**config.mk**
```make
export PLATFORM = sky130hd
export DESIGN_NAME = ebpc_decoder_arbiter_flat
export DESIGN_NICKNAME = d
export VERILOG_FILES = /design/src/rtl/ebpc_decoder_arbiter_if.sv /design/src/rtl/ebpc_decoder_arbiter.sv /design/src/flat_wrapper.sv
export SDC_FILE = /design/constraint.sdc
export NUM_CORES = 1
export LEC_CHECK = 0
export CELL_PAD_IN_SITES_DETAIL_PLACEMENT = 1
export CELL_PAD_IN_SITES_GLOBAL_PLACEMENT = 2
export CORE_ASPECT_RATIO = 1.4
export CORE_MARGIN = 4
export CORE_UTILIZATION = 13
export DETAILED_ROUTE_END_ITERATION = 12
export GPL_TIMING_DRIVEN = 0
export PLACE_DENSITY = 0.95
export RECOVER_POWER = 100
export SLEW_MARGIN = 30
export SYNTH_ARGS = -nofsm -noshare
export SYNTH_HDL_FRONTEND = slang
export SYNTH_SLANG_ARGS = --single-unit
```
**constraint.sdc**
```tcl
create_clock -name clk_i -period 6.3 [get_ports clk_i]
set_input_delay 0.945 -clock clk_i [delete_from_list [all_inputs] [get_ports clk_i]]
set_output_delay 0.945 -clock clk_i [all_outputs]
set_load 0.02 [all_outputs]
```
**src/rtl/ebpc_decoder_arbiter_if.sv**
```systemverilog
// Client-side and decoder-side stream bundle for ebpc_decoder_arbiter.
// The arbiter takes the slave view; the surrounding clients/decoder environment takes the master view.
interface ebpc_decoder_arbiter_if #(
  parameter int NUM_CLIENTS   = 4,
  parameter int DATA_W        = 8,
  parameter int LOG_MAX_WORDS = 24
);
  logic [NUM_CLIENTS*LOG_MAX_WORDS-1:0] cl_num_words_i;
  logic [NUM_CLIENTS-1:0]               cl_num_words_vld_i;
  logic [NUM_CLIENTS-1:0]               cl_num_words_rdy_o;
  logic [NUM_CLIENTS*DATA_W-1:0]        cl_bpc_i;
  logic [NUM_CLIENTS-1:0]               cl_bpc_vld_i;
  logic [NUM_CLIENTS-1:0]               cl_bpc_rdy_o;
  logic [NUM_CLIENTS*DATA_W-1:0]        cl_znz_i;
  logic [NUM_CLIENTS-1:0]               cl_znz_vld_i;
  logic [NUM_CLIENTS-1:0]               cl_znz_rdy_o;
  logic [NUM_CLIENTS*DATA_W-1:0]        cl_data_o;
  logic [NUM_CLIENTS-1:0]               cl_vld_o;
  logic [NUM_CLIENTS-1:0]               cl_last_o;
  logic [NUM_CLIENTS-1:0]               cl_rdy_i;
  logic [LOG_MAX_WORDS-1:0]             dec_num_words_o;
  logic                                 dec_num_words_vld_o;
  logic                                 dec_num_words_rdy_i;
  logic [DATA_W-1:0]                    dec_bpc_o;
  logic                                 dec_bpc_vld_o;
  logic                                 dec_bpc_rdy_i;
  logic [DATA_W-1:0]                    dec_znz_o;
  logic                                 dec_znz_vld_o;
  logic                                 dec_znz_rdy_i;
  logic [DATA_W-1:0]                    dec_data_i;
  logic                                 dec_vld_i;
  logic                                 dec_last_i;
  logic                                 dec_rdy_o;

  modport slave (
    input  cl_num_words_i, cl_num_words_vld_i, cl_bpc_i, cl_bpc_vld_i,
    input  cl_znz_i, cl_znz_vld_i, cl_rdy_i,
    input  dec_num_words_rdy_i, dec_bpc_rdy_i, dec_znz_rdy_i,
    input  dec_data_i, dec_vld_i, dec_last_i,
    output cl_num_words_rdy_o, cl_bpc_rdy_o, cl_znz_rdy_o,
    output cl_data_o, cl_vld_o, cl_last_o,
    output dec_num_words_o, dec_num_words_vld_o, dec_bpc_o, dec_bpc_vld_o,
    output dec_znz_o, dec_znz_vld_o, dec_rdy_o
  );

  modport master (
    output cl_num_words_i, cl_num_words_vld_i, cl_bpc_i, cl_bpc_vld_i,
    output cl_znz_i, cl_znz_vld_i, cl_rdy_i,
    output dec_num_words_rdy_i, dec_bpc_rdy_i, dec_znz_rdy_i,
    output dec_data_i, dec_vld_i, dec_last_i,
    input  cl_num_words_rdy_o, cl_bpc_rdy_o, cl_znz_rdy_o,
    input  cl_data_o, cl_vld_o, cl_last_o,
    input  dec_num_words_o, dec_num_words_vld_o, dec_bpc_o, dec_bpc_vld_o,
    input  dec_znz_o, dec_znz_vld_o, dec_rdy_o
  );
endinterface

```
**src/rtl/ebpc_decoder_arbiter.sv**
```systemverilog
// Round-robin arbiter sharing one ebpc_decoder among NUM_CLIENTS requesters; grant held until the last output beat.
// Optional per-client saturating job counters on job_cnt_o when EBPC_ARB_JOB_CNT_EN is defined.
module ebpc_decoder_arbiter #(
  parameter int NUM_CLIENTS   = 4,
  parameter int DATA_W        = 8,
  parameter int LOG_MAX_WORDS = 24,
  localparam int CLIENT_W     = $clog2(NUM_CLIENTS)
) (
  input  logic                          clk_i,
  input  logic                          rst_ni,
  ebpc_decoder_arbiter_if.slave         bus,
  output logic                          busy_o,
`ifdef EBPC_ARB_JOB_CNT_EN
  output logic [NUM_CLIENTS*16-1:0]     job_cnt_o,
`endif
  output logic [CLIENT_W-1:0]           grant_o
);

  typedef enum logic [0:0] {ST_IDLE = 1'b0, ST_BUSY = 1'b1} state_e;

  state_e              r_state;
  state_e              w_state_nxt;
  logic [CLIENT_W-1:0] r_grant;
  logic [CLIENT_W-1:0] r_rr_ptr;
  logic                r_nw_done;
  logic [CLIENT_W-1:0] w_sel;
  logic [CLIENT_W-1:0] w_idx;
  logic                w_req_any;
  logic                w_busy;
  logic                w_dec_rdy;
  logic                w_nw_hs;
  logic                w_done;

  // Sum of pointer and offset never reaches 2*NUM_CLIENTS, so a single subtract wraps it.
  function automatic logic [CLIENT_W-1:0] wrap_idx(input logic [CLIENT_W:0] v);
    if (v >= (CLIENT_W+1)'(NUM_CLIENTS)) begin
      return CLIENT_W'(v - (CLIENT_W+1)'(NUM_CLIENTS));
    end else begin
      return v[CLIENT_W-1:0];
    end
  endfunction

  assign w_busy  = (r_state == ST_BUSY);
  assign w_nw_hs = w_busy & ~r_nw_done & bus.cl_num_words_vld_i[r_grant] & bus.dec_num_words_rdy_i;
  assign w_done  = w_busy & bus.dec_vld_i & w_dec_rdy & bus.dec_last_i;
  assign busy_o  = w_busy;
  assign grant_o = r_grant;

  // Round-robin pick: scan downward so the closest requester at or after r_rr_ptr wins.
  always_comb begin
    w_req_any = 1'b0;
    w_sel     = '0;
    w_idx     = '0;
    for (int i = NUM_CLIENTS - 1; i >= 0; i--) begin
      w_idx     = wrap_idx({1'b0, r_rr_ptr} + (CLIENT_W+1)'(i));
      w_sel     = bus.cl_num_words_vld_i[w_idx] ? w_idx : w_sel;
      w_req_any = w_req_any | bus.cl_num_words_vld_i[w_idx];
    end
  end

  // Next-state logic
  always_comb begin
    w_state_nxt = r_state;
    case (r_state)
      ST_IDLE: w_state_nxt = w_req_any ? ST_BUSY : ST_IDLE;
      ST_BUSY: w_state_nxt = w_done ? ST_IDLE : ST_BUSY;
      default: w_state_nxt = ST_IDLE;
    endcase
  end

  // State register
  always_ff @(posedge clk_i or negedge rst_ni) begin
    if (!rst_ni) begin
      r_state <= ST_IDLE;
    end else begin
      r_state <= w_state_nxt;
    end
  end

  // Grant, round-robin pointer and one-token-per-job tracking
  always_ff @(posedge clk_i or negedge rst_ni) begin
    if (!rst_ni) begin
      r_grant   <= '0;
      r_rr_ptr  <= '0;
      r_nw_done <= 1'b0;
    end else if ((r_state == ST_IDLE) && w_req_any) begin
      r_grant   <= w_sel;
      r_nw_done <= 1'b0;
    end else if (w_done) begin
      r_rr_ptr  <= wrap_idx({1'b0, r_grant} + (CLIENT_W+1)'(1));
      r_nw_done <= 1'b0;
    end else if (w_nw_hs) begin
      r_nw_done <= 1'b1;
    end
  end

  // Stream steering: everything idles at zero unless a grant is held.
  always_comb begin
    bus.cl_num_words_rdy_o  = '0;
    bus.cl_bpc_rdy_o        = '0;
    bus.cl_znz_rdy_o        = '0;
    bus.cl_data_o           = '0;
    bus.cl_vld_o            = '0;
    bus.cl_last_o           = '0;
    bus.dec_num_words_o     = '0;
    bus.dec_num_words_vld_o = 1'b0;
    bus.dec_bpc_o           = '0;
    bus.dec_bpc_vld_o       = 1'b0;
    bus.dec_znz_o           = '0;
    bus.dec_znz_vld_o       = 1'b0;
    w_dec_rdy               = 1'b0;
    if (w_busy) begin
      bus.dec_num_words_o     = bus.cl_num_words_i[int'(r_grant)*LOG_MAX_WORDS +: LOG_MAX_WORDS];
      bus.dec_num_words_vld_o = ~r_nw_done & bus.cl_num_words_vld_i[r_grant];
      bus.cl_num_words_rdy_o[r_grant] = ~r_nw_done & bus.dec_num_words_rdy_i;
      bus.dec_bpc_o           = bus.cl_bpc_i[int'(r_grant)*DATA_W +: DATA_W];
      bus.dec_bpc_vld_o       = bus.cl_bpc_vld_i[r_grant];
      bus.cl_bpc_rdy_o[r_grant] = bus.dec_bpc_rdy_i;
      bus.dec_znz_o           = bus.cl_znz_i[int'(r_grant)*DATA_W +: DATA_W];
      bus.dec_znz_vld_o       = bus.cl_znz_vld_i[r_grant];
      bus.cl_znz_rdy_o[r_grant] = bus.dec_znz_rdy_i;
      bus.cl_data_o[int'(r_grant)*DATA_W +: DATA_W] = bus.dec_data_i;
      bus.cl_vld_o[r_grant]   = bus.dec_vld_i;
      bus.cl_last_o[r_grant]  = bus.dec_last_i;
      w_dec_rdy               = bus.cl_rdy_i[r_grant];
    end else begin
      w_dec_rdy               = 1'b0;
    end
  end

  assign bus.dec_rdy_o = w_dec_rdy;

`ifdef EBPC_ARB_JOB_CNT_EN
  logic [NUM_CLIENTS*16-1:0] r_job_cnt;

  // Per-client completed-job counters, saturating at all-ones
  always_ff @(posedge clk_i or negedge rst_ni) begin
    if (!rst_ni) begin
      r_job_cnt <= '0;
    end else begin
      for (int k = 0; k < NUM_CLIENTS; k++) begin
        if (w_done && (r_grant == CLIENT_W'(k)) && (r_job_cnt[k*16 +: 16] != 16'hFFFF)) begin
          r_job_cnt[k*16 +: 16] <= r_job_cnt[k*16 +: 16] + 16'd1;
        end
      end
    end
  end

  assign job_cnt_o = r_job_cnt;
`endif

endmodule
```
**src/flat_wrapper.sv**
```systemverilog
// flat-port wrapper written by rule: the top's interface ports become plain ports
module ebpc_decoder_arbiter_flat 
#(
  parameter int NUM_CLIENTS   = 4,
  parameter int DATA_W        = 8,
  parameter int LOG_MAX_WORDS = 24,
  localparam int CLIENT_W     = $clog2(NUM_CLIENTS)
)
  (clk_i, rst_ni, busy_o, grant_o, bus_cl_num_words_i, bus_cl_num_words_vld_i, bus_cl_bpc_i, bus_cl_bpc_vld_i, bus_cl_znz_i, bus_cl_znz_vld_i, bus_cl_rdy_i, bus_dec_num_words_rdy_i, bus_dec_bpc_rdy_i, bus_dec_znz_rdy_i, bus_dec_data_i, bus_dec_vld_i, bus_dec_last_i, bus_cl_num_words_rdy_o, bus_cl_bpc_rdy_o, bus_cl_znz_rdy_o, bus_cl_data_o, bus_cl_vld_o, bus_cl_last_o, bus_dec_num_words_o, bus_dec_num_words_vld_o, bus_dec_bpc_o, bus_dec_bpc_vld_o, bus_dec_znz_o, bus_dec_znz_vld_o, bus_dec_rdy_o);
  ebpc_decoder_arbiter_if #(.NUM_CLIENTS(NUM_CLIENTS), .DATA_W(DATA_W), .LOG_MAX_WORDS(LOG_MAX_WORDS)) bus_i ();
  input  logic clk_i;
  input  logic rst_ni;
  output logic busy_o;
  output logic [CLIENT_W-1:0] grant_o;
  input wire logic [$bits(bus_i.cl_num_words_i)-1:0] bus_cl_num_words_i;
  input wire logic [$bits(bus_i.cl_num_words_vld_i)-1:0] bus_cl_num_words_vld_i;
  input wire logic [$bits(bus_i.cl_bpc_i)-1:0] bus_cl_bpc_i;
  input wire logic [$bits(bus_i.cl_bpc_vld_i)-1:0] bus_cl_bpc_vld_i;
  input wire logic [$bits(bus_i.cl_znz_i)-1:0] bus_cl_znz_i;
  input wire logic [$bits(bus_i.cl_znz_vld_i)-1:0] bus_cl_znz_vld_i;
  input wire logic [$bits(bus_i.cl_rdy_i)-1:0] bus_cl_rdy_i;
  input wire logic [$bits(bus_i.dec_num_words_rdy_i)-1:0] bus_dec_num_words_rdy_i;
  input wire logic [$bits(bus_i.dec_bpc_rdy_i)-1:0] bus_dec_bpc_rdy_i;
  input wire logic [$bits(bus_i.dec_znz_rdy_i)-1:0] bus_dec_znz_rdy_i;
  input wire logic [$bits(bus_i.dec_data_i)-1:0] bus_dec_data_i;
  input wire logic [$bits(bus_i.dec_vld_i)-1:0] bus_dec_vld_i;
  input wire logic [$bits(bus_i.dec_last_i)-1:0] bus_dec_last_i;
  output wire logic [$bits(bus_i.cl_num_words_rdy_o)-1:0] bus_cl_num_words_rdy_o;
  output wire logic [$bits(bus_i.cl_bpc_rdy_o)-1:0] bus_cl_bpc_rdy_o;
  output wire logic [$bits(bus_i.cl_znz_rdy_o)-1:0] bus_cl_znz_rdy_o;
  output wire logic [$bits(bus_i.cl_data_o)-1:0] bus_cl_data_o;
  output wire logic [$bits(bus_i.cl_vld_o)-1:0] bus_cl_vld_o;
  output wire logic [$bits(bus_i.cl_last_o)-1:0] bus_cl_last_o;
  output wire logic [$bits(bus_i.dec_num_words_o)-1:0] bus_dec_num_words_o;
  output wire logic [$bits(bus_i.dec_num_words_vld_o)-1:0] bus_dec_num_words_vld_o;
  output wire logic [$bits(bus_i.dec_bpc_o)-1:0] bus_dec_bpc_o;
  output wire logic [$bits(bus_i.dec_bpc_vld_o)-1:0] bus_dec_bpc_vld_o;
  output wire logic [$bits(bus_i.dec_znz_o)-1:0] bus_dec_znz_o;
  output wire logic [$bits(bus_i.dec_znz_vld_o)-1:0] bus_dec_znz_vld_o;
  output wire logic [$bits(bus_i.dec_rdy_o)-1:0] bus_dec_rdy_o;
  assign bus_i.cl_num_words_i = bus_cl_num_words_i;
  assign bus_i.cl_num_words_vld_i = bus_cl_num_words_vld_i;
  assign bus_i.cl_bpc_i = bus_cl_bpc_i;
  assign bus_i.cl_bpc_vld_i = bus_cl_bpc_vld_i;
  assign bus_i.cl_znz_i = bus_cl_znz_i;
  assign bus_i.cl_znz_vld_i = bus_cl_znz_vld_i;
  assign bus_i.cl_rdy_i = bus_cl_rdy_i;
  assign bus_i.dec_num_words_rdy_i = bus_dec_num_words_rdy_i;
  assign bus_i.dec_bpc_rdy_i = bus_dec_bpc_rdy_i;
  assign bus_i.dec_znz_rdy_i = bus_dec_znz_rdy_i;
  assign bus_i.dec_data_i = bus_dec_data_i;
  assign bus_i.dec_vld_i = bus_dec_vld_i;
  assign bus_i.dec_last_i = bus_dec_last_i;
  assign bus_cl_num_words_rdy_o = bus_i.cl_num_words_rdy_o;
  assign bus_cl_bpc_rdy_o = bus_i.cl_bpc_rdy_o;
  assign bus_cl_znz_rdy_o = bus_i.cl_znz_rdy_o;
  assign bus_cl_data_o = bus_i.cl_data_o;
  assign bus_cl_vld_o = bus_i.cl_vld_o;
  assign bus_cl_last_o = bus_i.cl_last_o;
  assign bus_dec_num_words_o = bus_i.dec_num_words_o;
  assign bus_dec_num_words_vld_o = bus_i.dec_num_words_vld_o;
  assign bus_dec_bpc_o = bus_i.dec_bpc_o;
  assign bus_dec_bpc_vld_o = bus_i.dec_bpc_vld_o;
  assign bus_dec_znz_o = bus_i.dec_znz_o;
  assign bus_dec_znz_vld_o = bus_i.dec_znz_vld_o;
  assign bus_dec_rdy_o = bus_i.dec_rdy_o;
  ebpc_decoder_arbiter #(.NUM_CLIENTS(NUM_CLIENTS), .DATA_W(DATA_W), .LOG_MAX_WORDS(LOG_MAX_WORDS)) u_core (.clk_i(clk_i), .rst_ni(rst_ni), .bus(bus_i), .busy_o(busy_o), .grant_o(grant_o));
endmodule
```
==> key figures, run 1 <==
Die
  – Row count: 55
  – Full die area: 19000 um2
  – Die height: 161 um
  – Initial Util: 13.4%
  – Ports: 290
  – Die Span X: 117 um
  – Total core area: 16300 um2

Clock tree
  – Root Driver: clkbuf_16
  – CTS max path bufs: 2
  – Post-CTS Setup Inserts: 0
  – Later-pin clock latency in the skew report: 0.23 ns
  – H-tree depth reported by CTS: 1
  – Post-CTS Hold Buffers: 0
  – Clock transition at path regs: 0.03 ns
  – Clk sinks: 6
  – Post-CTS Resized: 0
  – Total CTS buffers: 3
  – CTS tree: yes

Route
  – Wirelength per Cell: 21.8 um
  – Drt initial violations: 120
  – DRC: 0
  – Antenna viol nets, final: 0
  – DR vias: 2977
  – Via density: 4.27
  – Final wirelength: 15200 um
  – Drt pass-1 iters: 4

Worst setup path
  – CP endpoint kind: output port
  – CP most frequent cell: clkbuf_1
  – Maximum fanout along the worst path: 10
  – FF-to-FF setup slack: 3.72 ns
  – CP Class: reg2out
  – Startpoint types: register
  – CP max-delay cell: dlygate4sd3_1
  – CP cell instances: clkbuf_1 -> clkbuf_1 -> inv_1 -> ha_1 -> nor3_1 -> and2_1 -> dlygate4sd3_1
  – CP max stage delay: 0.71 ns
  – CP required: 5.35 ns
  – Crit path DAT: 4.02 ns

Logic synthesis
  – Async set-or-reset flop fraction in the synthesized netlist: 100%
  – Yosys warnings: 0
  – Flops & latches, synth: 6
  – Syn_nets: 401
  – Most frequent cell after synthesis: and2_1
  – Leading area contributor after synthesis: mux4_2
  – Synthesized area per cell: 10.6 um2
  – Register area share after synthesis: 6.88%
  – Post-synth top cells: 75 x and2_1, 43 x mux4_2, 16 x and3_1
  – Dominant cells by area after synthesis: mux4_2 44%, and2_1 22%, dfrtp_1 6.9%, and3_1 4.6%, ha_1 2.9%
  – Synthesized area: 2180 um2
  – Cell count after synthesis: 205
  – Post-synth EDFFs: 0
  – Synth cell types: 33
  – Dominant synthesized flop cell: dfrtp_1
  – Area fraction of the dominant cell type after synthesis: 44.4%

GRT
  – Initial antenna violation count: 3
  – Pin count of the biggest net entering global routing: 11
  – Vias in the first global route: 3434
  – First-pass GRT wire length: 22200 um
  – Total gr overflow: 0
  – Gr usage total: 15.1%

Run
  – Max Cap Viol: 0

Timing
  – Setup TNS: 0 ns
  – Fmax: 0.201 GHz
  – Worst hold slack: 0.619 ns
  – RSZ-0062 raised after global routing: no
  – Setup Skew: 0.00171 ns
  – Fin crit share: 78.9%
  – Final hold vios: 0
  – Slew margin rel.: 45.9%
  – Least-Margin Pin Slew: 0.806 ns
  – Clock period minus worst slack: 4.97 ns
  – Final count of negative-setup-slack endpoints: 0
  – Max Slew Vio Count: 0

Power and ir drop
  – Power share of the clock group: 5.7%
  – Max VDD drop: 0.137 mV
  – PD cells: 336 nW/um2
  – Leakage: 2.14 nW
  – Logic gate share of total power: 89.8%
  – Sw frac: 46.6%
  – Seq pwr share: 4.5%
  – Psw: 0.845 mW
  – Int Pwr: 0.969 mW

Layout
  – Fillcell total: 1843
  – Area delta synth->final: 147%
  – Sequential cell area: 150 um2
  – Nets: 695
  – Layout cells sized above 1: 11.7%
  – Multi-input logic area: 1890 um2

Placement
  – I/O Buffers: 289
  – Dpl hpwl: 13500 um
  – RePlAce Congestion: 0.895

Run status
  – Run status: finished clean

Hold path
  – Worst min-delay path class: reg2reg
## final cells by class
cell class / count / share of cell area, %
Tap cell: 199 / 4.61
Multi-Input combinational cell: 177 / 34.9
Inverter: 4 / 0.278
Buffer: 18 / 2.34
Antenna cell: 1 / 0.0464
Sequential cell: 6 / 2.78
Clock buffer: 3 / 1.39
Timing Repair Buffer: 289 / 53.6
## power by group through the flow
stage          sequential (mW)  combinational, mW  clock (mW)
2_1_floorplan           0.0813              0.974           0
3_3_place_gp            0.0804               1.72           0
3_5_place_dp            0.0828               1.75           0
4_1_cts                 0.0826               1.75       0.105
5_1_grt                 0.0843               1.73       0.109
6_report                0.0812               1.63       0.104
## layout by cell type (no fill, tap or decap), types with 2 or more instances in the layout
cell and instances:
dlygate4sd3_1 97, o21ai_0 2, buf_2 2, clkbuf_16 3, nand2b_1 2, nand2_1 6
a21oi_1 3, mux4_2 43, clkdlybuf4s50_1 192, mux2_2 2, and3_1 16, buf_12 3
dfrtp_1 6, and2_1 75, ha_1 5, nor3b_1 2, inv_1 4, clkbuf_1 12
nor2_1 6
## worst paths after layout
check | start | endpoint | cells after the start
worst max-delay path | u_core.grant_o[1]$_DFFE_PN0P_ | bus_cl_data_o[3] | 7
worst min-delay path | u_core.r_rr_ptr[0]$_DFFE_PN0P_ | u_core.r_rr_ptr[0]$_DFFE_PN0P_ | 1
worst max register to register | u_core.grant_o[1]$_DFFE_PN0P_ | u_core.r_rr_ptr[1]$_DFFE_PN0P_ | 5
worst min register to register | u_core.r_rr_ptr[0]$_DFFE_PN0P_ | u_core.r_rr_ptr[0]$_DFFE_PN0P_ | 1
max in group asynchronous | rst_ni | u_core.r_rr_ptr[0]$_DFFE_PN0P_ | 1
min in group asynchronous | rst_ni | u_core.grant_o[1]$_DFFE_PN0P_ | 1
## worst max-delay path, delay by kind of cell (launching register included)
family | cells | cell delay [ns]
flops | 1 | 0.41
simple gates | 2 | 0.92
buf+inv | 4 | 2.05
fa+ha+maj | 1 | 0.42
## state kept, by name, summed over array words and instances, names as in the netlist
register	count
u_core.busy_o	1
u_core.grant_o	2
u_core.r_nw_done	1
u_core.r_rr_ptr	2
## through the flow
step	setup slack [ns]	util, %	std cells	total power [mW]	cell area, um2
finish	1.33	33.1	697	1.81	5400
global route	0.977	33.1	697	1.93	5400
CTS	1.66	33.1	696	1.94	5400
detailed placement	1.91	32.6	693	1.83	5320
global placement	2.02	32.6	693	1.80	5320
floorplan	3.20	-	205	1.06	2180
## layer usage
| metal | global-route usage, % | share of wire [%] |
|---|---|---|
| met2 | 31.1 | 58 |
| met3 | 4.27 | 7.6 |
| met4 | 2.56 | 0.72 |
| met5 | 0 | 0.13 |
| met1 | 14.9 | 33 |
## logic make-up (layout without fill, tap and decap cells)
logic type,Yosys count,count (layout),synth area share [%]
simple gates,115,115,33.5
mux,47,47,47.1
buf+inv,22,314,6.71
compound gates,10,10,2.92
flops,6,6,6.88
fa+ha+maj,5,5,2.87
other cells,0,1,0
Power figures use the tool's default switching activity.
==> run 2, diff against run 1 <==
CORE_UTILIZATION = 12   (was 13)
PLACE_DENSITY = 0.9   (was 0.95)
clock period = 5.17 ns   (was 6.3 ns; I/O delays follow)
==> run 2 against run 1 <==
Effect of this change: worst hold slack worse by 0.014 ns; wire length is 3.6% lower; largest cell class unchanged; sequential power is 19% higher; clock skew is 0.0017 ns higher; die area is 7.8% higher; first-iteration DRC count is 40% lower; final area is 0.81% higher; critical endpoint is now bus_cl_data_o[21]; clock-buffer cell count stayed put; setup slack worse by 0.53 ns; sequential share of layout area hardly changed.
==> key figures, run 2 (synthesized netlist as in run 1, its figures left out) <==
Power and ir drop
  – Psw: 1.01 mW
  – Logic gate share of total power: 89.8%
  – Power, Total: 2.19 mW
  – Power share of the clock group: 5.8%
  – Seq pwr share: 4.4%
  – Max VDD drop: 0.156 mV
  – PD cells: 403 nW/um2
  – Int Pwr: 1.18 mW
  – Sw frac: 46.2%
  – Leakage: 2.14 nW

Layout
  – Fillcell total: 2092
  – Nets: 695
  – ANT cells: 0
  – Layout cells sized above 1: 11.9%
  – Most frequent cells in the layout: 191 x clkdlybuf4s50_1, 98 x dlygate4sd3_1, 75 x and2_1
  – Area delta synth->final: 149%
  – Commonest non-fill, non-tap cell in the layout: clkdlybuf4s50_1
  – Util after Layout: 30.4%

Hold path
  – Hold Path Cell Cnt: 1
  – Worst min-delay path class: reg2reg

Clock tree
  – CTS max path bufs: 2
  – Clock transition at path regs: 0.03 ns
  – Post-CTS Resized: 0
  – Clk sinks: 6
  – Root Driver: clkbuf_16
  – Total CTS buffers: 3
  – Post-CTS Setup Inserts: 0
  – Post-CTS Hold Buffers: 0
  – Later-pin clock latency in the skew report: 0.23 ns
  – H-tree depth reported by CTS: 1
  – CTS tree: yes

Die
  – Die Span X: 122 um
  – Ports: 290
  – Die height: 168 um
  – Full die area: 20400 um2
  – Initial Util: 12.2%
  – Total core area: 17900 um2
  – Row count: 58

Worst setup path
  – CP required: 4.39 ns
  – CP endpoint kind: output port
  – Reg2Reg Depth: 5
  – CP Class: reg2out
  – Crit path DAT: 3.60 ns
  – Startpoint types: register
  – Maximum fanout along the worst path: 10

Route
  – Wirelength per Cell: 19.9 um
  – DR vias: 3027
  – Via density: 4.11
  – Drt pass-1 iters: 4
  – Final wirelength: 14700 um
  – DRC: 0
  – Drt initial violations: 72
  – Antenna viol nets, final: 0

Placement
  – Dpl hpwl: 13000 um
  – Pre-CTS WS: 1.02 ns
  – I/O Buffers: 289
  – RePlAce Congestion: 0.917

Timing
  – Setup WS post-layout: 0.798 ns
  – Setup Skew: 0.00339 ns
  – Least-Margin Pin Slew: 0.800 ns
  – RSZ-0062 raised after global routing: no
  – Clock period minus worst slack: 4.37 ns
  – Final hold vios: 0
  – Fmax: 0.229 GHz
  – Max Slew Vio Count: 0
  – Slew margin rel.: 46.5%
  – Final count of negative-setup-slack endpoints: 0
  – Setup TNS: 0 ns
  – Fin crit share: 84.6%

GRT
  – Total gr overflow: 0
  – Gr usage total: 13.3%
  – First-pass GRT wire length: 20900 um
  – Pin count of the biggest net entering global routing: 11
  – Initial antenna violation count: 0
  – Vias in the first global route: 3389

Run status
  – Run status: finished clean

Run
  – Max Cap Viol: 0
==> run 2: changes by cell type in the layout (fill, tap and decap cells not counted), sizes merged <==
cell | before | now
diode | 1 | 0
clkdlybuf4s50 | 192 | 191
clkbuf | 15 | 14
buf | 6 | 7
dlygate4sd3 | 97 | 98
==> run 2: worst paths after layout <==
check / start / endpoint / slack, ns
setup / recovery: u_core.grant_o[1]$_DFFE_PN0P_ / bus_cl_data_o[21] / 0.80
hold / removal: u_core.r_rr_ptr[0]$_DFFE_PN0P_ / u_core.r_rr_ptr[0]$_DFFE_PN0P_ / 0.60
setup reg to reg: u_core.grant_o[1]$_DFFE_PN0P_ / u_core.r_rr_ptr[1]$_DFFE_PN0P_ / 3.04
hold reg to reg: u_core.r_rr_ptr[0]$_DFFE_PN0P_ / u_core.r_rr_ptr[0]$_DFFE_PN0P_ / 0.60
max in group asynchronous: rst_ni / u_core.r_rr_ptr[0]$_DFFE_PN0P_ / 4.09
min in group asynchronous: rst_ni / u_core.grant_o[0]$_DFFE_PN0P_ / 0.86
==> run 2: layout make-up <==
class                           instances  area, um2  share of cell area [%]
Inverter                                4       15.0                   0.276
Buffer                                 18        130                    2.39
Multi-Input combinational cell        177       1880                    34.5
Timing Repair Buffer                  289       2890                    53.2
Sequential cell                         6        150                    2.76
Tap cell                              240        300                    5.52
Clock buffer                            3       75.1                    1.38
==> run 2: stage by stage <==
| stage | instances | cell area [um2] | hold slack [ns] |
|---|---|---|---|
| final | 737 | 5440 | 0.605 |
| after CTS | 737 | 5450 | 0.605 |
| after global placement | 734 | 5380 | 0.579 |
| after global routing | 737 | 5440 | 0.625 |
| after detailed placement | 734 | 5380 | 0.590 |
| after floorplan | 205 | 2180 | 0.480 |
==> run 2: layer usage <==
layer  track usage (%)  wire, um  share of wire (%)
met1              13.8      4910                 33
met2              26.9      8140                 55
met3              3.68      1510                 10
met4              1.22       108               0.74
met5                 0         0                  0
==> run 2: power by group through the flow <==
stage	Clock [mW]	Sequential [mW]	Combinational, mW
global placement	0	0.0973	2.09
global route	0.129	0.100	2.10
detailed placement	0	0.0977	2.12
CTS	0.128	0.0983	2.12
floorplan	0	0.0990	1.19
finish	0.127	0.0965	1.97
==> run 2: critical path: stages (launching register included) <==
cell and delay [ns]:
dfrtp_1 0.38, buf_4 0.23, clkbuf_1 0.51, inv_1 0.20
ha_1 0.44, nor4b_2 0.70, and2_1 0.22, dlygate4sd3_1 0.69
